File: src/rtl/mem_port_arbiter_if.sv
// mem_port_arbiter_if
// Bundles the two requester ports and the memory-side port of the pattern
// memory arbiter.
//   Requester A (fill engine)  : ia_req, ia_we, ia_addr, ia_wdata -> oa_gnt, oa_rvalid, oa_rdata
//   Requester B (host bridge)  : ib_req, ib_we, ib_addr, ib_wdata -> ob_gnt, ob_rvalid, ob_rdata
//   Memory macro               : omem_addr, omem_wdata, omem_we, omem_en -> imem_rdata
// Modports:
//   slave  : the arbiter itself
//   master : the environment (both requesters plus the memory macro)
interface mem_port_arbiter_if #(
  parameter int ADDR_W = 16,
  parameter int DATA_W = 8
);
  logic              ia_req;
  logic              ia_we;
  logic [ADDR_W-1:0] ia_addr;
  logic [DATA_W-1:0] ia_wdata;
  logic              oa_gnt;
  logic              oa_rvalid;
  logic [DATA_W-1:0] oa_rdata;

  logic              ib_req;
  logic              ib_we;
  logic [ADDR_W-1:0] ib_addr;
  logic [DATA_W-1:0] ib_wdata;
  logic              ob_gnt;
  logic              ob_rvalid;
  logic [DATA_W-1:0] ob_rdata;

  logic [ADDR_W-1:0] omem_addr;
  logic [DATA_W-1:0] omem_wdata;
  logic              omem_we;
  logic              omem_en;
  logic [DATA_W-1:0] imem_rdata;

  modport slave (
    input  ia_req, ia_we, ia_addr, ia_wdata,
    output oa_gnt, oa_rvalid, oa_rdata,
    input  ib_req, ib_we, ib_addr, ib_wdata,
    output ob_gnt, ob_rvalid, ob_rdata,
    output omem_addr, omem_wdata, omem_we, omem_en,
    input  imem_rdata
  );

  modport master (
    output ia_req, ia_we, ia_addr, ia_wdata,
    input  oa_gnt, oa_rvalid, oa_rdata,
    output ib_req, ib_we, ib_addr, ib_wdata,
    input  ob_gnt, ob_rvalid, ob_rdata,
    input  omem_addr, omem_wdata, omem_we, omem_en,
    output imem_rdata
  );
endinterface

File: src/rtl/mem_port_arbiter.sv
// mem_port_arbiter
// Shares the single port of the 64K x 8 pattern memory between the fill
// engine (A) and the serial host bridge (B). Round-robin arbitration with a
// per-owner burst limit that applies only while the other side is waiting.
// Grants are combinational; memory-side signals are registered; read data
// returns two cycles after the grant with an rvalid pulse to the issuer.
// Ports:
//   iclk  : clock, all logic on the rising edge
//   irst  : synchronous active-high reset
//   bus   : mem_port_arbiter_if.slave (requester A/B ports and memory port)
module mem_port_arbiter #(
  parameter int ADDR_W    = 16,
  parameter int DATA_W    = 8,
  parameter int MAX_BURST = 16
) (
  input logic                iclk,
  input logic                irst,
  mem_port_arbiter_if.slave  bus
);

  localparam int               CNT_W   = $clog2(MAX_BURST + 1);
  localparam logic [CNT_W-1:0] CNT_MAX = CNT_W'(MAX_BURST);
  localparam logic [CNT_W-1:0] CNT_ONE = CNT_W'(1);

  typedef enum logic [1:0] {
    OWN_NONE = 2'd0,
    OWN_A    = 2'd1,
    OWN_B    = 2'd2
  } owner_t;

  owner_t            owner;
  owner_t            last;
  owner_t            winner;
  logic [CNT_W-1:0]  cnt;

  logic [ADDR_W-1:0] mem_addr;
  logic [DATA_W-1:0] mem_wdata;
  logic              mem_we;
  logic              mem_en;
  logic              tag_b;     // access now on the memory port belongs to B
  logic              a_rvalid;
  logic              b_rvalid;

  // The current owner keeps the port while it requests, unless it has used
  // up its burst and the other side is waiting. Otherwise round-robin on
  // ties, or the sole requester.
  // NOTE: every output of an always_comb gets a default first, so no path
  // leaves it unassigned and no latch is inferred.
  always_comb begin
    winner = OWN_NONE;
    if (owner == OWN_A && bus.ia_req && (cnt < CNT_MAX || !bus.ib_req)) begin
      winner = OWN_A;
    end else if (owner == OWN_B && bus.ib_req && (cnt < CNT_MAX || !bus.ia_req)) begin
      winner = OWN_B;
    end else if (bus.ia_req && bus.ib_req) begin
      winner = (last == OWN_A) ? OWN_B : OWN_A;
    end else if (bus.ia_req) begin
      winner = OWN_A;
    end else if (bus.ib_req) begin
      winner = OWN_B;
    end
  end

  // NOTE: all state uses non-blocking assignments and a synchronous reset;
  // the access granted during a reset cycle is dropped by the reset branch.
  always_ff @(posedge iclk) begin
    if (irst) begin
      owner     <= OWN_NONE;
      last      <= OWN_B;
      cnt       <= '0;
      mem_addr  <= '0;
      mem_wdata <= '0;
      mem_we    <= 1'b0;
      mem_en    <= 1'b0;
      tag_b     <= 1'b0;
      a_rvalid  <= 1'b0;
      b_rvalid  <= 1'b0;
    end else begin
      owner <= winner;

      // Burst counter: saturates at MAX_BURST, restarts at 1 on a switch.
      if (winner == OWN_NONE) begin
        cnt <= '0;
      end else if (winner != owner) begin
        cnt <= CNT_ONE;
      end else if (cnt != CNT_MAX) begin
        cnt <= cnt + CNT_ONE;
      end

      if (winner != OWN_NONE) begin
        last <= winner;
      end

      mem_en <= (winner != OWN_NONE);
      case (winner)
        OWN_A: begin
          mem_we    <= bus.ia_we;
          mem_addr  <= bus.ia_addr;
          mem_wdata <= bus.ia_wdata;
          tag_b     <= 1'b0;
        end
        OWN_B: begin
          mem_we    <= bus.ib_we;
          mem_addr  <= bus.ib_addr;
          mem_wdata <= bus.ib_wdata;
          tag_b     <= 1'b1;
        end
        default: begin
          // Address and data hold; only the strobes drop.
          mem_we <= 1'b0;
        end
      endcase

      // The memory returns read data one cycle after the access is issued;
      // the tag steers the valid pulse to the requester that issued it.
      a_rvalid <= mem_en && !mem_we && !tag_b;
      b_rvalid <= mem_en && !mem_we &&  tag_b;
    end
  end

  assign bus.oa_gnt     = (winner == OWN_A);
  assign bus.ob_gnt     = (winner == OWN_B);
  assign bus.oa_rvalid  = a_rvalid;
  assign bus.ob_rvalid  = b_rvalid;
  assign bus.oa_rdata   = bus.imem_rdata;
  assign bus.ob_rdata   = bus.imem_rdata;
  assign bus.omem_addr  = mem_addr;
  assign bus.omem_wdata = mem_wdata;
  assign bus.omem_we    = mem_we;
  assign bus.omem_en    = mem_en;

endmodule
File: src/flat_wrapper.sv
// flat-port wrapper written by rule: the top's interface ports become plain ports
module mem_port_arbiter_flat 
#(
  parameter int ADDR_W    = 16,
  parameter int DATA_W    = 8,
  parameter int MAX_BURST = 16
)
  (iclk, irst, bus_ia_req, bus_ia_we, bus_ia_addr, bus_ia_wdata, bus_oa_gnt, bus_oa_rvalid, bus_oa_rdata, bus_ib_req, bus_ib_we, bus_ib_addr, bus_ib_wdata, bus_ob_gnt, bus_ob_rvalid, bus_ob_rdata, bus_omem_addr, bus_omem_wdata, bus_omem_we, bus_omem_en, bus_imem_rdata);
  mem_port_arbiter_if #(.ADDR_W(ADDR_W), .DATA_W(DATA_W)) bus_i ();
  input logic iclk;
  input logic irst;
  input wire logic [$bits(bus_i.ia_req)-1:0] bus_ia_req;
  input wire logic [$bits(bus_i.ia_we)-1:0] bus_ia_we;
  input wire logic [$bits(bus_i.ia_addr)-1:0] bus_ia_addr;
  input wire logic [$bits(bus_i.ia_wdata)-1:0] bus_ia_wdata;
  output wire logic [$bits(bus_i.oa_gnt)-1:0] bus_oa_gnt;
  output wire logic [$bits(bus_i.oa_rvalid)-1:0] bus_oa_rvalid;
  output wire logic [$bits(bus_i.oa_rdata)-1:0] bus_oa_rdata;
  input wire logic [$bits(bus_i.ib_req)-1:0] bus_ib_req;
  input wire logic [$bits(bus_i.ib_we)-1:0] bus_ib_we;
  input wire logic [$bits(bus_i.ib_addr)-1:0] bus_ib_addr;
  input wire logic [$bits(bus_i.ib_wdata)-1:0] bus_ib_wdata;
  output wire logic [$bits(bus_i.ob_gnt)-1:0] bus_ob_gnt;
  output wire logic [$bits(bus_i.ob_rvalid)-1:0] bus_ob_rvalid;
  output wire logic [$bits(bus_i.ob_rdata)-1:0] bus_ob_rdata;
  output wire logic [$bits(bus_i.omem_addr)-1:0] bus_omem_addr;
  output wire logic [$bits(bus_i.omem_wdata)-1:0] bus_omem_wdata;
  output wire logic [$bits(bus_i.omem_we)-1:0] bus_omem_we;
  output wire logic [$bits(bus_i.omem_en)-1:0] bus_omem_en;
  input wire logic [$bits(bus_i.imem_rdata)-1:0] bus_imem_rdata;
  assign bus_i.ia_req = bus_ia_req;
  assign bus_i.ia_we = bus_ia_we;
  assign bus_i.ia_addr = bus_ia_addr;
  assign bus_i.ia_wdata = bus_ia_wdata;
  assign bus_oa_gnt = bus_i.oa_gnt;
  assign bus_oa_rvalid = bus_i.oa_rvalid;
  assign bus_oa_rdata = bus_i.oa_rdata;
  assign bus_i.ib_req = bus_ib_req;
  assign bus_i.ib_we = bus_ib_we;
  assign bus_i.ib_addr = bus_ib_addr;
  assign bus_i.ib_wdata = bus_ib_wdata;
  assign bus_ob_gnt = bus_i.ob_gnt;
  assign bus_ob_rvalid = bus_i.ob_rvalid;
  assign bus_ob_rdata = bus_i.ob_rdata;
  assign bus_omem_addr = bus_i.omem_addr;
  assign bus_omem_wdata = bus_i.omem_wdata;
  assign bus_omem_we = bus_i.omem_we;
  assign bus_omem_en = bus_i.omem_en;
  assign bus_i.imem_rdata = bus_imem_rdata;
  mem_port_arbiter #(.ADDR_W(ADDR_W), .DATA_W(DATA_W), .MAX_BURST(MAX_BURST)) u_core (.iclk(iclk), .irst(irst), .bus(bus_i));
endmodule
File: config.mk
export PLATFORM = sky130hd
export DESIGN_NAME = mem_port_arbiter_flat
export DESIGN_NICKNAME = d
export VERILOG_FILES = /design/src/rtl/mem_port_arbiter_if.sv /design/src/rtl/mem_port_arbiter.sv /design/src/flat_wrapper.sv
export SDC_FILE = /design/constraint.sdc
export NUM_CORES = 1
export LEC_CHECK = 0
export CORE_MARGIN = 10
export CORE_UTILIZATION = 30
export DETAILED_ROUTE_END_ITERATION = 6
export GPL_TIMING_DRIVEN = 0
export PLACE_DENSITY_LB_ADDON = 0.05
export SLEW_MARGIN = 20
export SYNTH_ARGS = -nofsm -noshare
export SYNTH_HDL_FRONTEND = slang
export SYNTH_SLANG_ARGS = --single-unit
File: constraint.sdc
create_clock -name iclk -period 3.3 [get_ports iclk]
set_clock_uncertainty 0.05 [all_clocks]
set_input_delay 0.33 -clock iclk [delete_from_list [all_inputs] [get_ports iclk]]
set_output_delay 0.33 -clock iclk [all_outputs]
set_load 0.005 [all_outputs]
After elaboration in Yosys (flattened, before gate mapping)
Cells that the tools add are included.
- bits in registers: 38
- bits of input ports: 62
- output and inout bits: 46
- add/subtract/negate cells: 1
- $lt $le $gt $ge: 1
- equality and inequality tests: 7
- muxes and demuxes: 12
- reduce and logical (&&, ||, !) cells: 20
- operators by type and width (kind ; count):
    $pmux W16 S2 ; 1
    $pmux W8 S2 ; 1
    $mux W2 ; 6
    $logic_and A1 B1 Y1 ; 8
    $eq A2 B1 Y1 const B ; 3
    $reduce_bool A2 Y1 ; 3
    $add A5 B1 Y5 const B ; 1
    $lt A5 B5 Y1 const B ; 1
    $ne A5 B5 Y1 const B ; 1
    $eq A2 B2 Y1 const B ; 2
    $logic_not A1 Y1 ; 4
    $pmux W1 S2 ; 2
    $reduce_or A3 Y1 ; 1
    $logic_not A2 Y1 ; 1
    $logic_or A1 B1 Y1 ; 2
    $mux W1 ; 2
    $ne A2 B2 Y1 ; 1
    $reduce_or A2 Y1 ; 1

Longest topological paths before layout
Gate-level depths: netlist of the first run.
- word-level depth: 7
- gate-level depth with buffers: 9
- mapped depth without buffers: 8

Worst setup path before layout of the first run
OpenSTA, ideal clock, no wires.
- path kind: register -> register
- from: register u_core.cnt[4]
- to: register u_core.mem_addr[10] (netlist: u_core.bus.omem_addr[10])
- setup time: 0.086 ns
- data arrival time: 1.967 ns
- required time: 3.164 ns
- setup slack: 1.198 ns
- cell stages (with the launch flop): 10
- buffers on the path: 2
- clock period less this slack: 2.102 ns
- path through: dfxtp_1 -> nand2b_1 -> a21oi_1 -> o31ai_1 -> inv_1 -> ha_1 -> buf_2 -> buf_2 -> mux2i_1 -> a211oi_1
- cells in the longest elaborated chain, start to end: 7
- elaborated cells on any way between the ends: 11
- RTL lines (what ; RTL line ; text):
    start, declared ; mem_port_arbiter.sv:34 ; logic [CNT_W-1:0] cnt;
    start signal, assigned ; mem_port_arbiter.sv:87 ; cnt <= cnt + CNT_ONE;
    $lt A5 B5 Y1 * ; mem_port_arbiter.sv:51, mem_port_arbiter.sv:53 ;
    $logic_or A1 B1 Y1 ; mem_port_arbiter.sv:53 ; end else if (owner == OWN_B && bus.ib_req && (cnt < CNT_MAX || !bus.ia_req)) begin
    $logic_and A1 B1 Y1 ; mem_port_arbiter.sv:53 ;
    $mux W2 ; mem_port_arbiter.sv:53 ;
    $mux W2 * ; mem_port_arbiter.sv:51 ; if (owner == OWN_A && bus.ia_req && (cnt < CNT_MAX || !bus.ib_req)) begin
    via u_core.winner[1] ; mem_port_arbiter.sv:33 ; owner_t winner;
    $eq A2 B2 Y1 * ; -- ;
    via bus_ob_gnt ; flat_wrapper.sv:23 ; output wire logic [$bits(bus_i.ob_gnt)-1:0] bus_ob_gnt;
    $pmux W16 S2 or $reduce_bool A2 Y1 (tied branches) ; -- ;
    end signal, assigned ; mem_port_arbiter.sv:98 ; mem_addr <= bus.ia_addr;
    end signal, assigned ; mem_port_arbiter.sv:104 ; mem_addr <= bus.ib_addr;
    end, declared ; mem_port_arbiter.sv:36 ; logic [ADDR_W-1:0] mem_addr;
The timed path passes the listed nets; every way through them passes the cells marked *.
A chain may end at the register's enable or synchronous reset.

Worst setup path after layout of the first run
- from: input port bus_ia_req
- to: output port bus_oa_gnt
- cells in the longest elaborated chain, start to end: 6
- elaborated cells on any way between the ends: 11
- RTL lines (what ; RTL line ; text):
    start, declared ; flat_wrapper.sv:12 ; input wire logic [$bits(bus_i.ia_req)-1:0] bus_ia_req;
    $logic_not A1 Y1 ; mem_port_arbiter.sv:53 ;
    $logic_or A1 B1 Y1 ; mem_port_arbiter.sv:53 ;
    $logic_and A1 B1 Y1 ; mem_port_arbiter.sv:53 ;
    $mux W2 ; mem_port_arbiter.sv:53 ;
    $mux W2 * ; mem_port_arbiter.sv:51 ;
    $eq A2 B1 Y1 * ; mem_port_arbiter.sv:121 ; assign bus.oa_gnt = (winner == OWN_A);
    end, declared ; flat_wrapper.sv:16 ; output wire logic [$bits(bus_i.oa_gnt)-1:0] bus_oa_gnt;
Every way passes the cells marked *; elsewhere a longest branch is shown, timed or not.

==> results of run 1 <==
==> worst max path at each step <==
stage	startpoint	endpoint	slack, ns
2_1_floorplan	u_core.cnt[4]	u_core.bus.omem_addr[10]	1.20
3_3_place_gp	bus_ia_req	u_core.bus.omem_addr[11]	0.41
3_5_place_dp	bus_ia_req	u_core.bus.omem_addr[6]	0.38
4_1_cts	bus_ia_req	bus_oa_gnt	0.51
5_1_grt	bus_ia_req	bus_ob_gnt	0.35
6_report	bus_ia_req	bus_oa_gnt	0.54
==> power by group through the flow <==
| stage | clock network (uW) | registers, uW | logic [uW] |
|---|---|---|---|
| after floorplan | 0 | 541 | 144 |
| after global placement | 0 | 538 | 350 |
| after detailed placement | 0 | 539 | 351 |
| after CTS | 344 | 529 | 352 |
| after global routing | 361 | 536 | 381 |
| final | 331 | 530 | 344 |
==> critical path, delay by kind of cell <==
family	cells	cell delay (ns)
buffers and inverters	3	1.17
AO/OA/AOI/OAI	1	0.59
adder cells (fa/ha/maj)	1	0.30
==> kinds of logic (layout without fill, tap and decap cells) <==
| group | count (synthesis) | in the layout | share of synthesized area, % |
|---|---|---|---|
| DFF | 38 | 38 | 41.3 |
| and+or+nand+nor | 49 | 49 | 14.3 |
| muxes | 26 | 26 | 14.1 |
| buffers and inverters | 35 | 141 | 10.6 |
| adders and majority gates | 5 | 5 | 3.40 |
| AOI/OAI and AO/OA | 35 | 35 | 14.3 |
| xor gates and xnor gates | 4 | 4 | 1.90 |
==> routing by layer <==
layer / up-vias / track usage [%]
met1: 769 / 13.2
met5: - / 0
met3: 5 / 7.33
met4: 0 / 3.64
met2: 75 / 17.3
li1: 871 / -
==> state kept, by name, indices dropped and copies added, names as in the netlist, 2 cells and up <==
register / cells
u_core.bus.omem_addr: 16
u_core.cnt: 5
u_core.bus.omem_wdata: 8
u_core.last: 2
u_core.owner: 2
==> cell type report <==
type | count | area (sq um)
Fill cell | 593 | 2950
Timing Repair Buffer | 98 | 981
Multi-Input combinational cell | 119 | 886
Sequential cell | 38 | 761
Buffer | 29 | 173
Tap cell | 75 | 93.8
Clock buffer | 7 | 86.3
Inverter | 6 | 22.5
Clock inverter | 1 | 5.00
==> through the flow <==
step	hold WS [ns]	total power (uW)	utilization, %	cells
finish	0.365	1200	50.5	373
CTS	0.370	1230	50.5	373
detailed placement	0.404	889	49.0	365
floorplan	0.363	685	-	192
global route	0.398	1280	50.5	373
global placement	0.402	888	49.0	365
==> cells in the final DEF, fill, tap and decap left out <==
| master | synthesis | layout |
|---|---|---|
| a211oi_1 | 24 | 24 |
| a21oi_1 | 2 | 2 |
| a22o_4 | 1 | 1 |
| a22oi_1 | 1 | 1 |
| a31o_2 | 1 | 1 |
| a31oi_1 | 1 | 1 |
| and2_2 | 1 | 1 |
| and4b_1 | 1 | 1 |
| and4bb_2 | 1 | 1 |
| buf_2 | 3 | 3 |
| buf_4 | 16 | 16 |
| clkbuf_1 | 10 | 11 |
| clkbuf_8 | 0 | 6 |
| clkdlybuf4s50_1 | 0 | 98 |
| clkinv_2 | 0 | 1 |
| dfxtp_1 | 38 | 38 |
| ha_1 | 5 | 5 |
| inv_1 | 5 | 5 |
| inv_2 | 1 | 1 |
| mux2i_1 | 26 | 26 |
| nand2_1 | 2 | 2 |
| nand2b_1 | 2 | 2 |
| nand3_1 | 2 | 2 |
| nor2_1 | 28 | 28 |
| nor3_1 | 4 | 4 |
| nor3b_1 | 2 | 2 |
| nor4_1 | 1 | 1 |
| nor4_4 | 1 | 1 |
| nor4b_1 | 1 | 1 |
| nor4bb_1 | 1 | 1 |
| o21a_1 | 1 | 1 |
| o21ai_0 | 2 | 2 |
| o2bb2ai_1 | 1 | 1 |
| o31ai_1 | 1 | 1 |
| or2_2 | 1 | 1 |
| or3_4 | 1 | 1 |
| xnor2_1 | 2 | 2 |
| xor2_1 | 2 | 2 |
==> results.py, run 1 <==
metrics = {
    "critical_path": {
        "crit_slowest_cell": "o31ai_1",
        "crit-reg2reg-launch": "u_core.cnt[4]",
        "r2r_cells": 9,
        "cp.arrival_ns": 2.38,
        "critical_path.max_fanout": 5,
        "critPathLaunchType": "primary input",
        "worst_ep_required_time_ns": 2.92,
        "r2r-end": "u_core.bus.omem_addr[6]",
        "path_class": "in2out",
        "cpMostUsedCell": "clkdlybuf4s50_1",
        "crit_path_end_kind": "primary output",
        "reg2reg_slack_ns": 0.80,
        "slowest_delay_ns": 0.59,
        "crit_chain": "clkdlybuf4s50_1 -> inv_2 -> o31ai_1 -> ha_1 -> clkdlybuf4s50_1",
    },
    "synthesis": {
        "syn_avg_cell_area_sq_um": 9.59,
        "synth_cell_types": 35,
        "synth_area_sq_mm": 0.00184,
        "synth_edf_count": 0,
        "ys_seq_area_share_pct": 41.3,
        "ys.flop_type": "dfxtp_1",
        "yosysTopAreaCell": "dfxtp_1",
        "synthesis.nets": 259,
        "syn-instance-count": 192,
        "ys_async_sr_fraction_pct": 0,
        "synth.top_cells.by_count": "dfxtp_1 (38), nor2_1 (28), mux2i_1 (26)",
        "yosys-top-cells-area": "dfxtp_1 (41%), mux2i_1 (14%), a211oi_1 (9.8%)",
        "ys_seq_elements": 38,
        "synth.most_common_cell": "dfxtp_1",
        "netlist.area_leader.share_pct": 41.3,
        "ys_warn_count": 0,
    },
    "pwr": {
        "comb_power_share_pct": 28.6,
        "ir_worst_vdd_v": 0.000182,
        "p_leak_uw": 0.00113,
        "power_density_mw_per_mm2": 400,
        "p_int_uw": 884,
        "share_seq_of_total_power_pct": 44.0,
        "sw_frac_of_total_pct": 26.6,
        "clkPwrFrac_pct": 27.5,
        "power.switching_uw": 320,
    },
    "timing": {
        "setup_ws_ns": 0.538,
        "fmax_mhz": 362,
        "tightestPinTransition_ns": 0.648,
        "hold_violations": 0,
        "fin_crit_sh_pct": 83.7,
        "min_period_ns": 2.76,
        "tns_ns": 0,
        "rsz0062_at_grt": "no",
        "slew_headroom_pct": 56.4,
        "finalSetupViolations": 0,
        "report.final.slew_viol_count": 0,
    },
    "detailed_routing": {
        "routed.top_layer": "met4",
        "routedWlPerCell_um": 14.9,
        "first_iter_violations": 32,
        "wl_met1_um": 2400,
        "drtAntennaViolNets": 0,
        "post_drt_via_cell_ratio": 4.61,
        "vias": 1720,
        "first_pass_iters": 4,
        "met3_length_um": 695,
        "wirelength_um": 5580,
        "drc": 0,
        "wl_met2_um": 2430,
    },
    "worst_hold_path": {
        "hold_start": "irst",
        "hold_end": "u_core.bus.oa_rvalid",
        "worst_hold_path_type": "in2reg",
        "hold-path-cell-count": 2,
    },
    "clocking": {
        "cts_hold_buffers": 0,
        "cts-root-buf": "clkbuf_8",
        "clk_path_buf_depth": 2,
        "cts_buffers": 5,
        "numClockSinks": 38,
        "clk_pin_slew_ns": 0.07,
        "cts_setup_buffers": 0,
        "cts_tree": "yes",
        "postCtsResizedCells": 0,
        "h-tree-depth": 2,
        "worstSkewPairLatency_ns": 0.29,
    },
    "run": {
        "maxCapViolCount": 0,
    },
    "run_status": {
        "status": "finished, final reports clean",
    },
    "die": {
        "row_count": 28,
        "die_h_um": 98.4,
        "core_sq_mm": 0.00596,
        "fp.dieW_um": 98.4,
        "initial_core_util_pct": 30.9,
        "die_area_sq_mm": 0.00967,
        "ios": 108,
    },
    "place": {
        "gp_congestion": 0.699,
        "dp_hpwl_um": 4590,
        "place_area_sq_mm": 0.00292,
        "dp_slack_ns": 0.379,
        "port_buffers": 98,
    },
    "cells_and_area": {
        "nets": 364,
        "area_growth_pct": 63.3,
        "antenna_cells": 0,
        "fin_area_sq_mm": 0.00301,
        "layout-drive-gt1-share_pct": 11.4,
    },
    "grt": {
        "grtUsageTotal_pct": 11.6,
        "grt_pass1_vias": 1767,
        "grt_first_pass_wirelength_um": 9200,
        "gr-total-overflow": 0,
        "antenna_found_initial": 0,
        "grt_max_degree": 12,
    },
}
Power figures use the tool's default switching activity.
==> run 2: changes to the inputs <==
- clock period: 3.3 -> 2.5 ns (I/O delays scaled with it)
==> results.py, run 2 (synthesis gave the netlist of run 1 again) <==
metrics = {
    "cells_and_area": {
        "layout-drive-gt1-share_pct": 13.1,
        "layout_common_cells": "clkdlybuf4s50_1 (98), dfxtp_1 (38), nor2_1 (28)",
        "nets": 364,
        "final_common_cell": "clkdlybuf4s50_1",
        "regArea_sq_um": 761,
        "fin_area_sq_mm": 0.00303,
        "largest_reg_flops": 16,
        "multi_input_area_sq_um": 903,
        "area_growth_pct": 64.7,
        "nFillCells": 591,
        "antenna_cells": 0,
    },
    "pwr": {
        "comb_power_share_pct": 28.9,
        "share_seq_of_total_power_pct": 43.8,
        "power.switching_uw": 425,
        "ir_worst_vdd_v": 0.000240,
        "clkPwrFrac_pct": 27.3,
        "power_density_mw_per_mm2": 526,
        "p_int_uw": 1170,
        "sw_frac_of_total_pct": 26.6,
        "p_leak_uw": 0.00114,
    },
    "clocking": {
        "clk_pin_slew_ns": 0.07,
        "cts_setup_buffers": 0,
        "cts_hold_buffers": 0,
        "worstSkewPairLatency_ns": 0.29,
        "clk_path_buf_depth": 2,
        "numClockSinks": 38,
        "cts_tree": "yes",
        "cts-root-buf": "clkbuf_8",
        "cts_buffers": 5,
        "h-tree-depth": 2,
    },
    "timing": {
        "finalSetupViolations": 0,
        "tightestPinTransition_ns": 0.486,
        "fin_crit_sh_pct": 96.2,
        "fmax_mhz": 416,
        "hold_slack_ns": 0.284,
        "min_period_ns": 2.41,
        "slew_headroom_pct": 67.6,
        "report.final.slew_viol_count": 0,
        "hold_violations": 0,
    },
    "die": {
        "fp.dieW_um": 98.4,
        "core_sq_mm": 0.00596,
        "ios": 108,
        "initial_core_util_pct": 30.9,
        "die_h_um": 98.4,
        "row_count": 28,
        "die_area_sq_mm": 0.00967,
    },
    "place": {
        "port_buffers": 98,
        "place_area_sq_mm": 0.00292,
        "gp_congestion": 0.699,
        "dp_hpwl_um": 4590,
    },
    "grt": {
        "grt_first_pass_wirelength_um": 9180,
        "grtUsageTotal_pct": 11.6,
        "grt_pass1_vias": 1770,
        "antenna_found_initial": 0,
        "gr-total-overflow": 0,
        "grt_max_degree": 12,
    },
    "critical_path": {
        "reg2reg_slack_ns": 0.21,
        "slowest_delay_ns": 0.46,
        "worst_ep_required_time_ns": 2.20,
        "critPathLaunchType": "flip-flop",
        "path_class": "reg2out",
        "crit_slowest_cell": "clkdlybuf4s50_1",
        "crit_chain": "nand2b_1 -> nor2_1 -> o21ai_1 -> and2_2 -> ha_1 -> clkdlybuf4s50_1",
        "critical_path.max_fanout": 4,
        "crit_path_end_kind": "primary output",
        "cp.arrival_ns": 2.11,
    },
    "detailed_routing": {
        "first_iter_violations": 38,
        "first_pass_iters": 4,
        "wirelength_um": 5650,
        "vias": 1727,
        "drtAntennaViolNets": 0,
        "drc": 0,
        "post_drt_via_cell_ratio": 4.63,
        "routedWlPerCell_um": 15.1,
    },
    "run_status": {
        "status": "finished, final reports clean",
    },
    "worst_hold_path": {
        "worst_hold_path_type": "in2reg",
    },
    "run": {
        "maxCapViolCount": 0,
    },
}
## run 2: cell counts in the layout (fill, tap and decap cells not counted)
Identical to the previous run, type by type.
## run 2: final cells by class
class | count | share of cell area, %
clock inverter | 1 | 0.165
clock buffer | 7 | 2.85
multi-input combinational | 119 | 29.8
tap | 75 | 3.09
timing repair buffer | 98 | 32.3
inverter | 6 | 0.742
sequential | 38 | 25.1
buffer | 29 | 5.98
## run 2: through the flow
step	utilization, %	power, uW	setup TNS, ns	std cells	setup slack [ns]
after floorplan	-	904	0	192	0.398
after global placement	49.0	1170	-6.83	365	-0.305
after detailed placement	49.0	1170	-7.02	365	-0.341
after CTS	50.6	1620	0	373	0.0275
after global routing	50.9	1690	-0.0368	373	-0.0174
final	50.9	1600	0	373	0.0949
## run 2: power groups by stage
stage	sequential (uW)	clock [uW]	combinational, uW
6_report	700	436	461
3_3_place_gp	710	0	463
4_1_cts	699	455	465
3_5_place_dp	711	0	463
2_1_floorplan	714	0	190
5_1_grt	708	477	509
## run 2: critical path: cells and delay by family (launching register included)
kind / cells / cell delay, ns
compound gates: 1 / 0.17
fa+ha+maj: 1 / 0.21
flops: 1 / 0.32
buf+inv: 1 / 0.46
simple gates: 3 / 0.67
## run 2: routing by layer
| layer | vias up | wire, um | track usage, % |
|---|---|---|---|
| met5 | - | 0 | 0 |
| met4 | 0 | 52 | 3.64 |
| met3 | 5 | 692 | 7.33 |
| met2 | 75 | 2460 | 17.3 |
| met1 | 776 | 2440 | 13.2 |
| li1 | 871 | - | - |
## run 2: worst paths after layout
check | startpoint | endpoint | depth (start not counted)
setup / recovery | u_core.last[1] | bus_oa_gnt | 6
hold reg to reg | u_core.tag_b | u_core.bus.oa_rvalid | 1
hold / removal | irst | u_core.bus.oa_rvalid | 2
setup reg to reg | u_core.last[1] | u_core.bus.omem_wdata[4] | 9
## run 2: repair_timing
action / 4_1_cts / 5_1_grt
setup endpoints to repair: 6 / 28
gates resized for setup: 1 / 13
cloned: 0 / 0
